$ cat src/rtl/uart_rx_frame_check_if.sv
// Bit-strobe input and received-data output bundle between the RX sampler and the frame checker.
interface uart_rx_frame_check_if #(
   parameter int DATA_WIDTH = 8
);
   logic                  bit_valid;
   logic                  sampled_bit;
   logic                  data_valid;
   logic [DATA_WIDTH-1:0] P_DATA;

   modport master (
      output bit_valid,
      output sampled_bit,
      input  data_valid,
      input  P_DATA
   );

   modport slave (
      input  bit_valid,
      input  sampled_bit,
      output data_valid,
      output P_DATA
   );
endinterface

$ cat src/rtl/uart_rx_frame_check.sv
// UART RX frame checker: validates start, data, optional parity and one/two stop bits,
// keeping sticky error flags, saturating error counters and a one-cycle good-frame pulse.
module uart_rx_frame_check #(
   parameter int DATA_WIDTH = 8,
   parameter int CNT_WIDTH  = 8
) (
   input  logic                 clk,
   input  logic                 RST,
   input  logic                 chk_en,
   input  logic                 par_en,
   input  logic                 par_typ,
   input  logic                 stop_sel,
   input  logic                 rst_check,
   input  logic                 clr_cnt,
   uart_rx_frame_check_if.slave rx,
   output logic                 busy,
   output logic                 strt_glitch,
   output logic                 par_err,
   output logic                 stp_err,
   output logic [CNT_WIDTH-1:0] glitch_cnt,
   output logic [CNT_WIDTH-1:0] par_err_cnt,
   output logic [CNT_WIDTH-1:0] stp_err_cnt
);

   localparam int BW = $clog2(DATA_WIDTH + 1);
   localparam logic [BW-1:0] LAST_BIT = BW'(DATA_WIDTH - 1);

   typedef enum logic [2:0] {
      IDLE,
      DATA,
      PARITY,
      STOP1,
      STOP2
   } state_t;

   state_t                state;
   logic [DATA_WIDTH-1:0] shift_reg;
   logic [DATA_WIDTH-1:0] p_data;
   logic [BW-1:0]         bit_cnt;
   logic                  par_acc;
   logic                  cfg_par_en;
   logic                  cfg_par_typ;
   logic                  cfg_stop_sel;
   logic                  frame_par_bad;
   logic                  frame_stp_bad;
   logic                  valid_q;
   logic                  stop_bad_now;

   // A same-edge clear leaves a counter at 1 rather than 0 when it also increments.
   function automatic logic [CNT_WIDTH-1:0] bump(input logic [CNT_WIDTH-1:0] v, input logic clr);
      if (clr)
         return CNT_WIDTH'(1);
      return (&v) ? v : v + 1'b1;
   endfunction

   assign stop_bad_now  = frame_stp_bad | ~rx.sampled_bit;
   assign busy          = (state != IDLE);
   assign rx.P_DATA     = p_data;
   assign rx.data_valid = valid_q;

   always_ff @(posedge clk) begin
      if (!RST) begin
         state         <= IDLE;
         shift_reg     <= '0;
         p_data        <= '0;
         bit_cnt       <= '0;
         par_acc       <= 1'b0;
         cfg_par_en    <= 1'b0;
         cfg_par_typ   <= 1'b0;
         cfg_stop_sel  <= 1'b0;
         frame_par_bad <= 1'b0;
         frame_stp_bad <= 1'b0;
         valid_q       <= 1'b0;
         strt_glitch   <= 1'b0;
         par_err       <= 1'b0;
         stp_err       <= 1'b0;
         glitch_cnt    <= '0;
         par_err_cnt   <= '0;
         stp_err_cnt   <= '0;
      end else begin
         valid_q <= 1'b0;
         if (rst_check) begin
            strt_glitch <= 1'b0;
            par_err     <= 1'b0;
            stp_err     <= 1'b0;
         end
         if (clr_cnt) begin
            glitch_cnt  <= '0;
            par_err_cnt <= '0;
            stp_err_cnt <= '0;
         end
         // Later assignments below let set events win over same-edge clears.
         if (!chk_en) begin
            state <= IDLE;
         end else if (rx.bit_valid) begin
            case (state)
               IDLE: begin
                  if (rx.sampled_bit) begin
                     strt_glitch <= 1'b1;
                     glitch_cnt  <= bump(glitch_cnt, clr_cnt);
                  end else begin
                     cfg_par_en    <= par_en;
                     cfg_par_typ   <= par_typ;
                     cfg_stop_sel  <= stop_sel;
                     bit_cnt       <= '0;
                     par_acc       <= 1'b0;
                     frame_par_bad <= 1'b0;
                     frame_stp_bad <= 1'b0;
                     state         <= DATA;
                  end
               end
               DATA: begin
                  shift_reg <= {rx.sampled_bit, shift_reg[DATA_WIDTH-1:1]};
                  par_acc   <= par_acc ^ rx.sampled_bit;
                  if (bit_cnt == LAST_BIT)
                     state <= cfg_par_en ? PARITY : STOP1;
                  else
                     bit_cnt <= bit_cnt + 1'b1;
               end
               PARITY: begin
                  if (rx.sampled_bit != (par_acc ^ cfg_par_typ)) begin
                     frame_par_bad <= 1'b1;
                     par_err       <= 1'b1;
                     par_err_cnt   <= bump(par_err_cnt, clr_cnt);
                  end
                  state <= STOP1;
               end
               STOP1, STOP2: begin
                  if (state == STOP1 && cfg_stop_sel) begin
                     if (!rx.sampled_bit)
                        frame_stp_bad <= 1'b1;
                     state <= STOP2;
                  end else begin
                     if (stop_bad_now) begin
                        stp_err     <= 1'b1;
                        stp_err_cnt <= bump(stp_err_cnt, clr_cnt);
                     end else if (!frame_par_bad) begin
                        p_data  <= shift_reg;
                        valid_q <= 1'b1;
                     end
                     state <= IDLE;
                  end
               end
               default: state <= IDLE;
            endcase
         end
      end
   end

endmodule

$ cat src/flat_wrapper.sv
// flat-port wrapper written by rule: the top's interface ports become plain ports
module uart_rx_frame_check_flat 
#(
   parameter int DATA_WIDTH = 8,
   parameter int CNT_WIDTH  = 8
)
  (clk, RST, chk_en, par_en, par_typ, stop_sel, rst_check, clr_cnt, busy, strt_glitch, par_err, stp_err, glitch_cnt, par_err_cnt, stp_err_cnt, rx_bit_valid, rx_sampled_bit, rx_data_valid, rx_P_DATA);
  uart_rx_frame_check_if #(.DATA_WIDTH(DATA_WIDTH)) rx_i ();
  input  logic clk;
  input  logic RST;
  input  logic chk_en;
  input  logic par_en;
  input  logic par_typ;
  input  logic stop_sel;
  input  logic rst_check;
  input  logic clr_cnt;
  output logic busy;
  output logic strt_glitch;
  output logic par_err;
  output logic stp_err;
  output logic [CNT_WIDTH-1:0] glitch_cnt;
  output logic [CNT_WIDTH-1:0] par_err_cnt;
  output logic [CNT_WIDTH-1:0] stp_err_cnt;
  input wire logic [$bits(rx_i.bit_valid)-1:0] rx_bit_valid;
  input wire logic [$bits(rx_i.sampled_bit)-1:0] rx_sampled_bit;
  output wire logic [$bits(rx_i.data_valid)-1:0] rx_data_valid;
  output wire logic [$bits(rx_i.P_DATA)-1:0] rx_P_DATA;
  assign rx_i.bit_valid = rx_bit_valid;
  assign rx_i.sampled_bit = rx_sampled_bit;
  assign rx_data_valid = rx_i.data_valid;
  assign rx_P_DATA = rx_i.P_DATA;
  uart_rx_frame_check #(.DATA_WIDTH(DATA_WIDTH), .CNT_WIDTH(CNT_WIDTH)) u_core (.clk(clk), .RST(RST), .chk_en(chk_en), .par_en(par_en), .par_typ(par_typ), .stop_sel(stop_sel), .rst_check(rst_check), .clr_cnt(clr_cnt), .rx(rx_i), .busy(busy), .strt_glitch(strt_glitch), .par_err(par_err), .stp_err(stp_err), .glitch_cnt(glitch_cnt), .par_err_cnt(par_err_cnt), .stp_err_cnt(stp_err_cnt));
endmodule
$ cat config.mk
export PLATFORM = sky130hd
export DESIGN_NAME = uart_rx_frame_check_flat
export DESIGN_NICKNAME = d
export VERILOG_FILES = /design/src/rtl/uart_rx_frame_check_if.sv /design/src/rtl/uart_rx_frame_check.sv /design/src/flat_wrapper.sv
export SDC_FILE = /design/constraint.sdc
export NUM_CORES = 1
export LEC_CHECK = 0
export CAP_MARGIN = 25
export CORE_MARGIN = 5
export CORE_UTILIZATION = 30
export CTS_CLUSTER_SIZE = 28
export DETAILED_ROUTE_END_ITERATION = 8
export HOLD_SLACK_MARGIN = 0.02
export SETUP_SLACK_MARGIN = 0.5
export SYNTH_ARGS = -nofsm -noshare
export SYNTH_HDL_FRONTEND = slang
export SYNTH_SLANG_ARGS = --single-unit
$ cat constraint.sdc
create_clock -name clk -period 2.76 [get_ports clk]
set_input_delay 0.552 -clock clk [delete_from_list [all_inputs] [get_ports clk]]
set_output_delay 0.552 -clock clk [all_outputs]
set_load 0.03 [all_outputs]
==> results.md, run 1 <==
* Hold Vio Cnt, Final at 0
* Via-to-Cell Ratio at 5.239
* 1st-iter DRT viols at 115
* Core Rows at 34
* Clk_skew at 0.005063 ns
* Final net count at 374
* Post-synthesis cell area at 2740 µm²
* Final core utilization at 0.4057
* Crit Path Category: register to output port
* Pwr/cell area at 458.2 nW/µm²
* Total wire length at 6824 µm
* Fillers at 869
* Post-DP HPWL at 4827 µm
* EDFF count, synth at 0
* Worst setup SP type: register
* Outcome: finished clean
* CP startpoint: u_core.state[1]
* Ranking of synthesized cells by area: dfxtp_1 (42%), mux2i_1 (7.7%), nor2b_1 (4.6%)
* GRT Overall Usage at 0.1236
* Hold path start: u_core.bit_cnt[3]
* Clock Sink Count at 57
* Final ANT Viol Nets at 0
* Synth area leader: dfxtp_1
* Buffer depth of the longest clock path at 2
* Post-synth top flop: dfxtp_1
* Chip width at 105.6 µm
* Worst path max stage delay at 0.41 ns
* Max_cap viols at 0
* WL/cell at 14.43 µm
* Ratio of cells with drive above 1 in the final layout at 0.1151
* Slew headroom at 0.6477
* Final setup margin at 0.5796 ns
* Largest net degree at the start of global routing at 30
* Yosys cell types at 49
* # setup viols final at 0
* PortBufs at 46
* Max frequency at 458.6 MHz
* Root buf cell: clkbuf_8
* Ys Warns at 0
* Final Hold Slack at 0.4866 ns
* Crit. End Element: output port
* Syn nets at 316
* CTS H-tree depth at 3
* Final instance area at 3572 µm²
* Vias in the first global route at 2298
* Drt first pass iters at 4
* Worst-Skew Late Latency at 0.34 ns
* Leak at 1.277 nW
* CP Cell Sequence: nor3_1, inv_1, dlygate4sd2_1
* Pwr Total at 1.637 mW
* Setup slack after placement at 0.09404 ns
* TritonCTS clock tree: built
* Core area at 8806 µm²
* Area after DPL at 3352 µm²
* CTS Buf Count at 9
* RSZ-0062 raised after global routing: false
* Yosys top cell area share at 0.4164
* Syn Area/Cell at 9.073 µm²
* Hold-fix buffers, CTS at 0
* R2r startpoint: u_core.state[2]
* Register area share after synthesis at 0.4164
* Max Slew Vio Count at 0
* RD Place Congestion at 0.8272
* Die height at 105.6 µm
* Placed Cells at 453
* Critical Path RT at 2.21 ns
* Final critical-path share of the clock period at 0.7900
* Antenna Diode Count at 0
* DRC Markers at 0
* Slowest CP cell: dfxtp_1
* Worst-path clk slew at 0.06 ns
* First-pass GRT wire length at 11370 µm
* Non-filler cells, final at 473
* Final Critical Period at 2.180 ns
* Worst min path class: register to register
* Worst path bufs/invs at 2
* Area growth syn-to-layout at 30.37%
* Antenna violations before repair at 0
* I/O pin count at 47
* CP top delay family: buffers and inverters
* Cell count after synthesis at 302
* CP arrival at 1.63 ns
* Least-Margin Pin Slew at 0.5216 ns
* Async S/R FF share, synth at 0
* GRT overflow at 0
* Flip-flop and latch count after synthesis at 57
* Total negative slack at 0 ns
* Vias post-DR at 2478
* Peak supply drop at 0.2645 mV
* DIE AREA at 11150 µm²
* Worst Path Max Fanout at 10
* Initial core utilization at 0.3112
==> power by group <==
part	switching [mW]	internal [mW]	total [mW]	leakage, nW
Sequential	0.00514	0.827	0.832	0.460
Clock	0.346	0.369	0.716	0.0911
Combinational	0.0472	0.0419	0.0891	0.726
Total	0.399	1.24	1.64	1.28
==> cells in the mapped netlist, types with 2 or more instances <==
cell type / instances
o31ai_1: 5
dfxtp_1: 57
a21boi_0: 8
nand4b_1: 3
a31o_2: 2
and4_1: 3
and3_1: 3
a21oi_1: 17
a31oi_1: 3
buf_2: 2
inv_1: 10
nor2b_1: 20
o21ai_0: 14
o21a_1: 2
nand4bb_1: 2
and2_1: 2
nor2_1: 16
o211ai_1: 3
o2111ai_1: 5
mux2i_1: 21
ha_1: 4
nand2_1: 21
nand3_1: 17
o41ai_1: 2
o211a_1: 2
xor2_1: 2
nor4_1: 4
nand2b_1: 5
or3_1: 6
nand4_1: 6
nor3_1: 3
or4_1: 6
clkbuf_1: 10
==> cells in the final DEF (no fill, tap or decap), types with 3 or more instances in the layout <==
master	Yosys	routed
a21boi_0	8	8
a21oi_1	17	16
a31oi_1	3	3
and3_1	3	3
and4_1	3	3
buf_4	1	14
clkbuf_8	0	11
clkdlybuf4s50_1	0	44
clkinv_2	0	3
dfxtp_1	57	55
ha_1	4	4
inv_1	10	10
mux2i_1	21	21
nand2_1	21	21
nand2b_1	5	5
nand3_1	17	17
nand4_1	6	6
nand4b_1	3	3
nor2_1	16	16
nor2b_1	20	20
nor3_1	3	3
nor4_1	4	4
o2111ai_1	5	5
o211ai_1	3	3
o21ai_0	14	14
o31ai_1	5	5
or3_1	6	6
or4_1	6	5
==> area by class of cell <==
| class | count | area, µm² | share of cell area |
|---|---|---|---|
| timing repair buffer | 61 | 571.8 | 0.1601 |
| multi-input combinational | 221 | 1503 | 0.4207 |
| inverter | 10 | 37.54 | 0.01051 |
| clock buffer | 11 | 151.4 | 0.04238 |
| sequential | 57 | 1144 | 0.3201 |
| tap | 108 | 135.1 | 0.03783 |
| clock inverter | 5 | 30.03 | 0.008406 |
==> kinds of logic after synthesis <==
family          Yosys count  synth area share
mux                      21           0.07671
fa+ha+maj                 4           0.01827
simple gates            122            0.2530
flops                    57            0.4164
compound gates           71            0.1831
buf+inv                  24           0.03790
xor+xnor                  3           0.01461
==> worst min-delay path, cell delays in order, from the launching register on <==
cell and delay (ns):
dfxtp_1 0.31, o21ai_0 0.07, a21oi_1 0.06
==> metal layers <==
metal | part of all wire | global-route usage | wire (µm)
met3 | 0.060 | 0.04034 | 412
met1 | 0.46 | 0.1602 | 3148
met4 | 0.010 | 0.04070 | 70
met5 | 0 | 0 | 0
met2 | 0.47 | 0.1944 | 3192
==> path summary, 6_finish.rpt <==
kind | endpoint | slack (ns) | depth (start not counted)
setup / recovery | busy | 0.58 | 3
hold reg to reg | u_core.bit_cnt[3] | 0.49 | 2
hold / removal | u_core.bit_cnt[3] | 0.49 | 2
setup reg to reg | u_core.stp_err_cnt[3] | 0.66 | 4
==> repair_timing <==
| item | CTS | global route |
|---|---|---|
| buffers inserted | 0 | 4 |
| endpoints found under the setup margin | 4 | 4 |
| hold endpoints to repair | 0 | 0 |
| resized for setup | 2 | 4 |
| pin swaps | 1 | 2 |
Note: power is estimated with default switching activity, not from simulation.
==> run 2, diff against run 1 <==
==> constraint.sdc (replaced) <==
create_clock -name clk -period 1.9 [get_ports clk]
set_input_delay 0.38 -clock clk [delete_from_list [all_inputs] [get_ports clk]]
set_output_delay 0.38 -clock clk [all_outputs]
set_load 0.03 [all_outputs]
==> results.md, run 2 (synthesis gave the netlist of run 1 again) <==
* Clock Sink Count at 57
* CTS Buf Count at 9
* 1st-iter DRT viols at 70
* TritonCTS clock tree: built
* Final critical-path share of the clock period at 1.012
* WL/cell at 14.81 µm
* Buffer depth of the longest clock path at 2
* Most common cell after layout, fill and taps aside: buf_4
* Initial core utilization at 0.3112
* I/O pin count at 47
* First-pass GRT wire length at 12390 µm
* Pwr Total at 2.788 mW
* Post-DP HPWL at 5029 µm
* Antenna violations before repair at 0
* PortBufs at 46
* Pwr/cell area at 646.4 nW/µm²
* Outcome: complete, but fails checks
* Final ANT Viol Nets at 0
* Max_cap viols at 0
* Critical Path RT at 2.17 ns
* CTS H-tree depth at 3
* GRT Overall Usage at 0.1332
* Chip width at 105.6 µm
* Vias post-DR at 2720
* DRC Markers at 0
* Leak at 1.695 nW
* Least-Margin Pin Slew at 0.5292 ns
* Hold Vio Cnt, Final at 0
* Total wire length at 7733 µm
* CP arrival at 2.19 ns
* Slew headroom at 0.6459
* Final setup margin at -0.02324 ns
* # setup viols final at 2
* Drt first pass iters at 4
* Core area at 8806 µm²
* Final instance area at 4313 µm²
* Core Rows at 34
* Clk_skew at 0.006782 ns
* Crit. End Element: register
* Peak supply drop at 0.4702 mV
* Non-filler cells, final at 522
* Placed Cells at 482
* Most frequent cells in the layout: buf_4 (40), dfxtp_1 (35), buf_6 (25)
* Worst-path clk slew at 0.07 ns
* Max frequency at 520.0 MHz
* GRT overflow at 0
* Die height at 105.6 µm
* Final net count at 423
* Area after DPL at 3641 µm²
* Via-to-Cell Ratio at 5.211
* Largest net degree at the start of global routing at 29
* Vias in the first global route at 2539
* RD Place Congestion at 0.8033
* Final Critical Period at 1.923 ns
* Failing checks: negative setup slack
* RSZ-0062 raised after global routing: true
* DIE AREA at 11150 µm²
* Area growth syn-to-layout at 57.40%
* Root buf cell: clkbuf_8
* Reg2Reg Setup Slack at -0.02 ns
* Worst Path Max Fanout at 5
* Worst-Skew Late Latency at 0.34 ns
* Final Hold Slack at 0.4807 ns
* Ratio of cells with drive above 1 in the final layout at 0.4565
* Max Slew Vio Count at 0
* Antenna Diode Count at 0
* Worst min path class: register to register
* Crit Path Category: register to register
* Worst setup SP type: register
## run 2: changes by cell type in the layout (fill, tap and decap cells not counted), moves of 6 or more
| cell | previous run | this run |
|---|---|---|
| clkdlybuf4s50_1 | 44 | 5 |
| buf_4 | 14 | 40 |
| buf_6 | 0 | 25 |
| buf_2 | 0 | 21 |
| dfxtp_1 | 55 | 35 |
| dfxtp_2 | 2 | 18 |
| a21oi_1 | 16 | 10 |
| a21oi_2 | 1 | 7 |
| clkdlybuf4s15_2 | 0 | 6 |
## run 2: final timing paths
check / endpoint / startpoint / cells past startpoint
worst min register to register: u_core.stp_err / u_core.stp_err / 2
worst max-delay path: u_core.par_err_cnt[5] / u_core.par_acc / 4
worst max register to register: u_core.par_err_cnt[5] / u_core.par_acc / 4
worst min-delay path: u_core.stp_err / u_core.stp_err / 2
## run 2: per-stage QoR
step / setup slack, ns / TNS, ns / utilization
after floorplan: -0.01395 / -0.01395 / -
after global placement: -0.5857 / -10.97 / 0.4135
after detailed placement: -0.5814 / -11.72 / 0.4135
after CTS: -0.05362 / -0.08869 / 0.4692
after global routing: -0.05105 / -0.09645 / 0.4898
final: -0.02324 / -0.02650 / 0.4898
## run 2: final cells by class
class / instances / area, µm²
fill: 795 / 4493
timing repair buffer: 109 / 928.4
clock buffer: 14 / 215.2
inverter: 10 / 37.54
tap: 108 / 135.1
multi-input combinational: 222 / 1780
sequential: 57 / 1179
clock inverter: 2 / 37.54
## run 2: where the power goes
part	switching [mW]	internal, mW	leakage (nW)
logic	0.0985	0.104	1.10
registers	0.00588	1.20	0.472
clock network	0.511	0.873	0.125
## run 2: timing repair
item	CTS	global route
setup endpoints to repair	92	74
buffers inserted	9	14
hold buffers	0	0
resized for setup	225	63
pin swaps	29	19
gates cloned	1	0
## run 2: worst max-delay path, stage by stage (launching register included)
cell	delay, ns
dfxtp_2	0.33
xnor3_2	0.42
or4_4	0.48
or4_1	0.49
a21oi_1	0.13
## run 2: layer usage
metal / vias to the layer above / global-route usage / routed length [µm]
met2: 74 / 0.2218 / 3734
met1: 1285 / 0.1671 / 3463
met4: 0 / 0.04255 / 98
met5: - / 0 / 0
met3: 12 / 0.03729 / 437
li1: 1349 / - / -
